## src/rtl/qsys_cpu_oci_dct_sequencer.sv

```systemverilog
// qsys_cpu_oci_dct_sequencer: packs 2-bit trace frames into a 30-bit DCT buffer,
// hands full or flushed buffers to the sink and sequences end-of-test.
module qsys_cpu_oci_dct_sequencer #(
    parameter int FRAME_W = 2,
    parameter int DEPTH   = 15
) (
    input  logic                       clk,
    input  logic                       reset,
    input  logic                       frame_valid,
    input  logic [FRAME_W-1:0]         frame_data,
    output logic                       frame_ready,
    input  logic                       test_ending,
    output logic [DEPTH*FRAME_W-1:0]   dct_buffer,
    output logic [3:0]                 dct_count,
    output logic                       dct_valid,
    input  logic                       dct_ready,
    output logic                       test_has_ended
);
    typedef enum logic [1:0] {FILL, HOLD, ENDED} state_t;

    state_t                     state, state_n;
    logic [DEPTH*FRAME_W-1:0]   buf_n;
    logic [3:0]                 cnt_n;
    logic                       flush_pending, fp_n;
    logic                       accept;

    assign frame_ready = (state == FILL);
    assign accept      = frame_valid & frame_ready;

    always_comb begin
        state_n = state;
        buf_n   = dct_buffer;
        cnt_n   = dct_count;
        fp_n    = flush_pending;
        case (state)
            FILL: begin
                if (accept) begin
                    buf_n = dct_buffer | ((DEPTH*FRAME_W)'(frame_data) << (dct_count * FRAME_W));
                    cnt_n = dct_count + 4'd1;
                end
                // a frame taken alongside a flush is included in the flushed buffer
                if (test_ending | flush_pending) begin
                    state_n = (cnt_n != 4'd0) ? HOLD : ENDED;
                    fp_n    = (cnt_n != 4'd0);
                end else if (cnt_n == 4'(DEPTH)) begin
                    state_n = HOLD;
                end
            end
            HOLD: begin
                fp_n = flush_pending | test_ending;
                if (dct_ready) begin
                    buf_n   = '0;
                    cnt_n   = 4'd0;
                    state_n = fp_n ? ENDED : FILL;
                end
            end
            default: begin
                buf_n = '0;
                cnt_n = 4'd0;
            end
        endcase
    end

    always_ff @(posedge clk) begin
        if (reset) begin
            state          <= FILL;
            dct_buffer     <= '0;
            dct_count      <= 4'd0;
            flush_pending  <= 1'b0;
            dct_valid      <= 1'b0;
            test_has_ended <= 1'b0;
        end else begin
            state          <= state_n;
            dct_buffer     <= buf_n;
            dct_count      <= cnt_n;
            flush_pending  <= fp_n;
            dct_valid      <= (state_n == HOLD);
            test_has_ended <= (state_n == ENDED);
        end
    end
endmodule

```

## config.mk

```make
export PLATFORM = sky130hd
export DESIGN_NAME = qsys_cpu_oci_dct_sequencer
export DESIGN_NICKNAME = d
export VERILOG_FILES = /design/src/rtl/qsys_cpu_oci_dct_sequencer.sv
export SDC_FILE = /design/constraint.sdc
export NUM_CORES = 1
export LEC_CHECK = 0
export BUFFER_PORTS_ARGS = -buffer_cell sky130_fd_sc_hd__buf_2
export CORE_MARGIN = 8
export CORE_UTILIZATION = 39
export CTS_BUF_LIST = sky130_fd_sc_hd__clkbuf_8
export CTS_CLUSTER_DIAMETER = 30
export DETAILED_ROUTE_END_ITERATION = 16
export PLACE_DENSITY = 0.68
export SLEW_MARGIN = 20
export SYNTH_ARGS = -nofsm -noshare
export SYNTH_HDL_FRONTEND = slang
export SYNTH_SLANG_ARGS = --single-unit
```

## constraint.sdc

```tcl
create_clock -name clk -period 2.16 [get_ports clk]
set_clock_uncertainty 0.15 [all_clocks]
set_input_delay 0.108 -clock clk [delete_from_list [all_inputs] [get_ports clk]]
set_output_delay 0.108 -clock clk [all_outputs]
set_load 0.05 [all_outputs]
```

# Word level (Yosys, flattened, before mapping)
# Index checks and enable logic that the tools add are counted.
[word_totals] memories=0 mem_bits_ro=0 wordCells=38 inputBits=7 latchBits=0 out_inout_bits=37 regBits=39 ramBits=0
[op_classes] bitwise_logic=3 addsub=1 n_reduce_logical=5 n_mul=0 magnitude_cmp=0 n_eq_ne=7 shift=1 mux=15 div=0
[op_table] op="two-way mux 30 bit" n=2
[op_table] op="one-hot mux 30 bit (2 select lines)" n=1
[op_table] op="bitwise OR 30 bit" n=1
[op_table] op="<< shifter 2 x 5 -> 30 bit" n=1
[op_table] op="two-way mux 4 bit" n=3
[op_table] op="two-way mux 2 bit" n=5
[op_table] op="one-hot mux 4 bit (2 select lines)" n=1
[op_table] op="adder 4 x 1 -> 4 bit (second input constant)" n=1
[op_table] op="== test 2 x 1 -> 1 bit (second input constant)" n=2
[op_table] op="== test 4 bit (second input constant)" n=1
[op_table] op="!= test 2 x 1 -> 1 bit (second input constant)" n=2
[op_table] op="one-hot mux 2 bit (2 select lines)" n=1
[op_table] op="AND reduction 2 bit" n=2
[op_table] op="nonzero test 4 bit" n=1
[op_table] op="== test 2 bit (second input constant)" n=1
[op_table] op="logical NOT 2 bit" n=1
[op_table] op="!= test 2 bit (second input constant)" n=1
[op_table] op="one-hot mux 1 bit (2 select lines)" n=1
[op_table] op="nonzero test 2 bit" n=1
[op_table] op="AND 1 bit" n=1
[op_table] op="two-way mux 1 bit" n=1
[op_table] op="bitwise OR 1 bit" n=1

# Longest topological paths before layout
# Gate-level depths: netlist of the first run.
[logic_depth] word_depth=9 ltp_mapped=6 mapped_depth_nobuf=6

# Worst setup path after synthesis of the first run
# No wires, ideal clock.
[synth_path] path_kind="flip-flop to flip-flop" startpoint="register dct_count[0]" endpoint="register test_has_ended" path_buffers=0 setup_ps=130 t_arrival_ps=2042 path_stages_with_launch=7 period_less_slack_ps=2322 setup_slack_ps=-162 t_required_ps=1880 cell_sequence="dfxtp_1 > ha_1 > and4bb_1 > xor2_1 > nand4_1 > o221a_2 > nor3b_2"
[synth_via] elab_chain_cells=8 word_cells_on_any_way=10 cone_classes="add/sub: 1; eq/ne: 2; mux: 6; reduce/logical: 1"
[synth_lines] element="start, declared" line_no="14" text="output logic [3:0] dct_count,"
[synth_lines] element="start signal, assigned" line_no="75" text="dct_count <= cnt_n;"
[synth_lines] element="adder 4 x 1 -> 4 bit" line_no="39" text="cnt_n = dct_count + 4'd1;"
[synth_lines] element="two-way mux 4 bit (*)" line_no="37" text="if (accept) begin"
[synth_lines] element="two-way mux 4 bit (*)" line_no="35" text="case (state)"
[synth_lines] element="== test 4 bit / nonzero test 4 bit (equally long branches)" line_no="45, 43"
[synth_lines] element="two-way mux 2 bit, on equally long branches" line_no="45, 43"
[synth_lines] element="two-way mux 2 bit (*)" line_no="42" text="if (test_ending | flush_pending) begin"
[synth_lines] element="one-hot mux 2 bit (2 select lines) (*)" line_no="35"
[synth_lines] element="== test 2 bit (*)" line_no="78" text="test_has_ended <= (state_n == ENDED);"
[synth_lines] element="end signal, assigned" line_no="78"
[synth_lines] element="end, declared" line_no="17" text="output logic test_has_ended"
# Mark *: on every way between the ends. The rest lies on a longest branch, timed or not. The select of a mux whose other input is x is not followed.
# A chain may end at the register's enable or synchronous reset.

# Final worst setup path of the first run
[layout_path] startpoint="register state[1]" endpoint="register test_has_ended"
[layout_via] elab_chain_cells=9 word_cells_on_any_way=13 cone_classes="eq/ne: 3; mux: 7; bitwise: 1; reduce/logical: 2"
[layout_lines] element="start, declared" line_no="21" text="state_t state, state_n;"
[layout_lines] element="start signal, assigned" line_no="73" text="state <= state_n;"
[layout_lines] element="logical NOT 2 bit" line_no="27, 35"
[layout_lines] element="AND 1 bit" line_no="28" text="assign accept = frame_valid & frame_ready;"
[layout_lines] element="two-way mux 4 bit" line_no="37"
[layout_lines] element="two-way mux 4 bit" line_no="35"
[layout_lines] element="== test 4 bit / nonzero test 4 bit (equally long branches)" line_no="45, 43"
[layout_lines] element="two-way mux 2 bit, on equally long branches" line_no="45, 43"
[layout_lines] element="two-way mux 2 bit" line_no="42"
[layout_lines] element="one-hot mux 2 bit (2 select lines) (*)" line_no="35"
[layout_lines] element="== test 2 bit (*)" line_no="78"
# Marks and branches as above.

==> results.md, run 1 <==
- Initial antenna violation count: 0
- FF-to-FF Start: state[1]
- Boundary pin count: 44
- CP peak stage delay: 520 ps
- Post-synth net total: 183
- Iteration-0 DRC Markers: 152
- Reg2reg setup slack: 100 ps
- CTS sink count: 39
- Final setup fails: 0
- Layout Area Growth over Synthesis: 27.21%
- Fill cell count: 394
- Post-synthesis sequential area ratio: 0.4980
- Fin crit share: 0.9532
- Post-synth cell types: 36
- Slowest-stage cell, CP: dfxtp_1
- Area after DPL: 1867 sq um
- Most frequent cells in the layout: buf_2 (43), nor2_1 (39), dfxtp_1 (37)
- Crit path arrival time: 2130 ps
- Top Family by Delay on Critical Path: compound AO/OA/AOI/OAI gates
- Top FF cell, synth: dfxtp_1
- Status: completed
- Clock power frac: 0.317
- Crit. End Element: flop
- Commonest non-fill, non-tap cell in the layout: buf_2
- Hold Path Class: in -> reg
- P_int: 1.271 mW
- Clock transition at path regs: 70 ps
- Final worst setup slack: 101.2 ps
- Mapped Avg Cell Area: 8.959 sq um
- Core Region: 3943 sq um
- RSZ-0062 raised after global routing: false
- Min-delay src: test_ending
- Worst slew pin tran: 549.8 ps
- Setup TNS: 0 ps
- Pwr Total: 1.899 mW
- Nets: 232
- Fin util: 0.5059
- Row count: 23
- Post-DP HPWL: 2857 microns
- Ant. Diodes: 0
- Worst setup startpoint: state[1]
- # DRC: 0
- DP Worst Slack: 148.5 ps
- Sw Share: 0.3308
- Root Driver: clkbuf_8
- GR Overflow Total: 0
- Setup Buffers After CTS: 0
- Die Wd: 79.40 microns
- Cell Area, Synth: 1568 sq um
- Post-DR wirelength/cell: 14.62 microns
- Die height: 79.40 microns
- Critical-path maximum fanout: 8
- Via count: 1443
- Mapped Cells: 175
- CTS H-tree lvls: 2
- Startpoint Class: flop
- DP Cell Count: 266
- Pins Over Slew Limit: 0
- Peak VDD IR: 0.6788 mV
- Share of cells above drive strength 1: 0.2978
- Fmax: 485.7 MHz
- Num CTS Buffers: 5
- First-pass GRT wire length: 6734 microns
- Slew margin rel.: 0.6327
- TritonCTS clock tree: done
- Post-synth EDFFs: 0
- GP Congestion: 0.8922
- Ys Warns: 0
- Vias in the first global route: 1420
- Number of I/O port buffers: 43
- Routed Antenna Nets: 0
- Crit path kind: reg -> reg
- Comb power frac: 0.263
- Fin cells: 275
- Global Route Usage Sum: 0.1327
- Switching pwr: 0.6283 mW
- Synth Register Bits: 39
- Leakage: 0.8818 nW
- Fin crit period: 2059 ps
- Final Hold Viols: 0
- Worst EP required: 2230 ps
- CTS Buffer Depth: 2
- CP Cell Sequence: nor3b_4 > or3_4 > a2111oi_4 > o221a_2 > nor3b_2
- CP Buf/Inv Count: 0
- Async S/R FF share, synth: 0
- MaxCap Viol Count: 0
- Seq pwr share: 0.419
- Starting Density: 0.3977
- Final wirelength: 4020 microns
- Drt pass-1 iters: 4
- WHS: 27.32 ps
- Final design area excluding fillers: 1994 sq um
- Power per cell area: 952.3 nW/um^2
- Largest net degree at the start of global routing: 23
- Clock Latency Late Sink: 290 ps
- Die area: 6304 sq um
- Vias per inst: 5.247
==> final timing paths <==
check,to,cells after the start
worst max-delay path,test_has_ended,5
worst min register to register,dct_buffer[2],1
worst min-delay path,flush_pending,3
worst max register to register,test_has_ended,5
==> layer usage <==
metal	GRT usage	vias to the layer above	routed length, microns
li1	-	716	-
met4	0.05000	0	38
met5	0	-	0
met3	0.05180	5	277
met2	0.1947	43	1737
met1	0.1707	679	1966
==> registers in the layout (all words and copies together) (netlist names) <==
name	cells
dct_buffer	30
dct_count	4
state	2
dct_valid	1
flush_pending	1
test_has_ended	1
==> power by group through the flow <==
stage	Sequential, mW	Combinational, mW	Clock, mW
after global placement	0.810	0.492	0
after floorplan	0.891	0.284	0
after detailed placement	0.813	0.489	0
after CTS	0.796	0.494	0.618
after global routing	0.801	0.541	0.653
final	0.796	0.500	0.603
==> worst register-to-register path, delay by kind of cell, from the launching register on <==
family / cells / cell delay [ps]
AOI/OAI and AO/OA: 2 / 720
DFF: 1 / 520
and+or+nand+nor: 3 / 600
==> area by class of cell <==
cell class / instances / area (sq um) / area share
clock buffer: 5 / 68.82 / 0.03450
clock inverter: 3 / 43.79 / 0.02196
inverter: 4 / 15.01 / 0.007528
multi-input combinational: 123 / 743.2 / 0.3726
sequential: 39 / 783.3 / 0.3927
tap: 50 / 62.56 / 0.03137
timing repair buffer: 51 / 277.8 / 0.1393
==> what timing repair did <==
item	CTS	global route
resized for setup	0	1
hold endpoints to repair	8	0
hold buffers	1	0
endpoints found under the setup margin	0	1
==> synthesized netlist by cell type, types with 2 or more instances <==
master    instances  area share
a211oi_1          3       0.014
a21oi_1          15       0.048
a31oi_1          10       0.040
and3b_1           2       0.011
and4bb_1          2       0.016
buf_2             2      0.0064
clkbuf_1          7       0.017
dfxtp_1          39        0.50
inv_1             4      0.0096
nand2_1           7       0.017
nand2b_1          2      0.0080
nor2_1           40       0.096
nor2b_1           3       0.012
nor3_1            5       0.016
nor3b_1           3       0.014
o21a_1            8       0.038
o21ai_0           4       0.013
==> cell families after synthesis <==
family / synth area share
AO/OA/AOI/OAI: 0.2131
XOR/XNOR: 0.005588
adder cells (fa/ha/maj): 0.007980
buffers and inverters: 0.03272
flip-flops: 0.4980
multiplexers: 0.01357
AND/OR/NAND/NOR: 0.2290
(Power assumes the default switching activity.)
==> run 2, diff against run 1 <==
- CORE_ASPECT_RATIO: unset -> 2
==> run 2 against run 1 <==
Compared with the run above:
- critical path depth is 1 higher
- global-route usage is 0.92 points higher
- power is 5.6% higher
- first-iteration DRC count is 82% lower
- sequential cell count stayed put
- via count is 0.76% lower
- utilization is 1.7 points higher
- routed wire length is 3.6% higher
- fmax is 4.7% higher
- critical endpoint is now dct_valid
- largest power group unchanged
==> results.md, run 2 (same netlist as run 1, synthesis figures left out) <==
- Status: completed (unchanged)
- Comb power frac: 0.252 (was 0.263)
- Num CTS Buffers: 5 (unchanged)
- WHS: 28.24 ps (was 27.32 ps)
- Peak VDD IR: 0.6427 mV (was 0.6788 mV)
- Total area of sequential cells: 783.3 sq um (unchanged)
- Slew margin rel.: 0.6433 (was 0.6327)
- Final wirelength: 4163 microns (was 4020 microns)
- GP Congestion: 0.9183 (was 0.8922)
- Startpoint Class: flop (unchanged)
- Met3 wire len: 219 microns (was 277 microns)
- Worst slew pin tran: 533.9 ps (was 549.8 ps)
- Die area: 6428 sq um (was 6304 sq um)
- Final Hold Viols: 0 (unchanged)
- CP Cell Sequence: ha_1 > and4bb_1 > xor2_1 > a2111oi_4 > a211oi_1 > nor3b_1 (was nor3b_4 > or3_4 > a2111oi_4 > o221a_2 > nor3b_2)
- Seq pwr share: 0.393 (was 0.419)
- Final setup fails: 0 (unchanged)
- Top Family by Delay on Critical Path: compound AO/OA/AOI/OAI gates (unchanged)
- TritonCTS clock tree: done (unchanged)
- Core Region: 3844 sq um (was 3943 sq um)
- # DRC: 0 (unchanged)
- Worst EP required: 2230 ps (about the same)
- Sw Share: 0.3106 (was 0.3308)
- RSZ-0062 raised after global routing: false (unchanged)
- Top Registers: dct_buffer (30), dct_count (4), state (2) (unchanged)
- Crit path arrival time: 2040 ps (was 2130 ps)
- Hold Path Class: in -> reg (unchanged)
- Share of cells above drive strength 1: 0.2889 (was 0.2978)
- Largest net degree at the start of global routing: 25 (was 23)
- Max Used Layer: met4 (unchanged)
- Met2 wire len: 2236 microns (was 1737 microns)
- Most frequent cells in the layout: buf_2 (43), nor2_1 (39), dfxtp_1 (37) (unchanged)
- Fmax: 508.7 MHz (was 485.7 MHz)
- Footprint of the multi-input gates: 738.2 sq um (was 743.2 sq um)
- Nets: 232 (unchanged)
- Slowest-stage cell, CP: a211oi_1 (was dfxtp_1)
- Leakage: 0.8920 nW (was 0.8818 nW)
- Iteration-0 DRC Markers: 28 (was 152)
- Die Wd: 60.83 microns (was 79.40 microns)
- DP Worst Slack: 216.5 ps (was 148.5 ps)
- Clock power frac: 0.355 (was 0.317)
- Crit path kind: reg -> reg (unchanged)
- Largest register by flop count: dct_buffer (unchanged)
- Crit. End Element: flop (unchanged)
- GR Overflow Total: 0 (unchanged)
- Largest register FFs: 30 (unchanged)
- CTS sink count: 39 (unchanged)
- Switching pwr: 0.6228 mW (was 0.6283 mW)
- Fin util: 0.5231 (was 0.5059)
- CP peak stage delay: 390 ps (was 520 ps)
- Root Driver: clkbuf_8 (unchanged)
- Global Route Usage Sum: 0.1419 (was 0.1327)
- Initial antenna violation count: 0 (unchanged)
- Boundary pin count: 44 (unchanged)
- CTS H-tree lvls: 2 (unchanged)
- Vias per inst: 5.188 (was 5.247)
- Power per cell area: 997.2 nW/um^2 (was 952.3 nW/um^2)
- Clock transition at path regs: 80 ps (was 70 ps)
- Post-DR wirelength/cell: 15.08 microns (was 14.62 microns)
- Final worst setup slack: 194.2 ps (was 101.2 ps)
- Die height: 105.7 microns (was 79.40 microns)
- Via count: 1432 (was 1443)
- Critical-path maximum fanout: 4 (was 8)
- Row count: 32 (was 23)
- Number of I/O port buffers: 43 (unchanged)
- Clock Latency Late Sink: 290 ps (about the same)
- Ant. Diodes: 0 (unchanged)
- CP Buf/Inv Count: 0 (unchanged)
- Post-DP HPWL: 3171 microns (was 2857 microns)
- Commonest non-fill, non-tap cell in the layout: buf_2 (unchanged)
- Fill cell count: 412 (was 394)
- Vias in the first global route: 1492 (was 1420)
- Routed Antenna Nets: 0 (unchanged)
- CTS resizes: 0 (unchanged)
- Pins Over Slew Limit: 0 (unchanged)
- Layout Area Growth over Synthesis: 28.25% (was 27.21%)
- Fin crit period: 1966 ps (was 2059 ps)
- Drt pass-1 iters: 6 (was 4)
- Fin crit share: 0.9101 (was 0.9532)
- MaxCap Viol Count: 0 (unchanged)
- Starting Density: 0.4079 (was 0.3977)
- Setup TNS: 0 ps (unchanged)
- P_int: 1.382 mW (was 1.271 mW)
- First-pass GRT wire length: 6962 microns (was 6734 microns)
- CTS Buffer Depth: 2 (unchanged)
- Met1 WL: 1576 microns (was 1966 microns)
-- run 2: changes by cell type in the layout (fill, tap and decap cells not counted), sizes merged --
cell	previous run	this run
clkinv	2	0
bufinv	1	2
inv	4	5
-- run 2: area by class of cell --
class,instances,area share
clock buffer,5,0.03423
sequential,39,0.3895
multi-input combinational,123,0.3671
clock inverter,3,0.03174
inverter,4,0.007467
timing repair buffer,51,0.1381
tap,51,0.03174
-- run 2: worst min-delay path, stage by stage --
cell and delay (ps):
buf_2 120, a21oi_1 140, a211oi_1 60
-- run 2: final timing paths --
path / startpoint / endpoint / slack (ps) / depth (start not counted)
worst max-delay path: dct_count[0] / dct_valid / 190 / 6
worst min-delay path: test_ending / flush_pending / 30 / 3
worst max register to register: dct_count[0] / dct_valid / 190 / 6
worst min register to register: dct_buffer[0] / dct_buffer[0] / 310 / 1
-- run 2: stage by stage --
| stage | instance area (sq um) | cells | total power [mW] |
|---|---|---|---|
| 2_1_floorplan | 1573 | 175 | 1.175 |
| 3_3_place_gp | 1868 | 267 | 1.308 |
| 3_5_place_dp | 1868 | 267 | 1.311 |
| 4_1_cts | 2011 | 276 | 2.018 |
| 5_1_grt | 2011 | 276 | 2.094 |
| 6_report | 2011 | 276 | 2.005 |
-- run 2: timing repair --
action,CTS,global route
endpoints found under the setup margin,0,0
buffers inserted,0,0
endpoints found under the hold margin,7,0
hold buffers,1,0
-- run 2: layer usage --
layer / up-vias / track usage
met2: 46 / 0.2405
met3: 10 / 0.04263
met4: 0 / 0.08571
li1: 714 / -
met1: 662 / 0.1428
met5: - / 0
-- run 2: power by group through the flow --
stage / Combinational (mW) / Sequential (mW) / Clock (mW)
finish: 0.505 / 0.788 / 0.712
global route: 0.551 / 0.792 / 0.750
CTS: 0.508 / 0.788 / 0.722
detailed placement: 0.505 / 0.805 / 0
global placement: 0.504 / 0.805 / 0
floorplan: 0.284 / 0.891 / 0
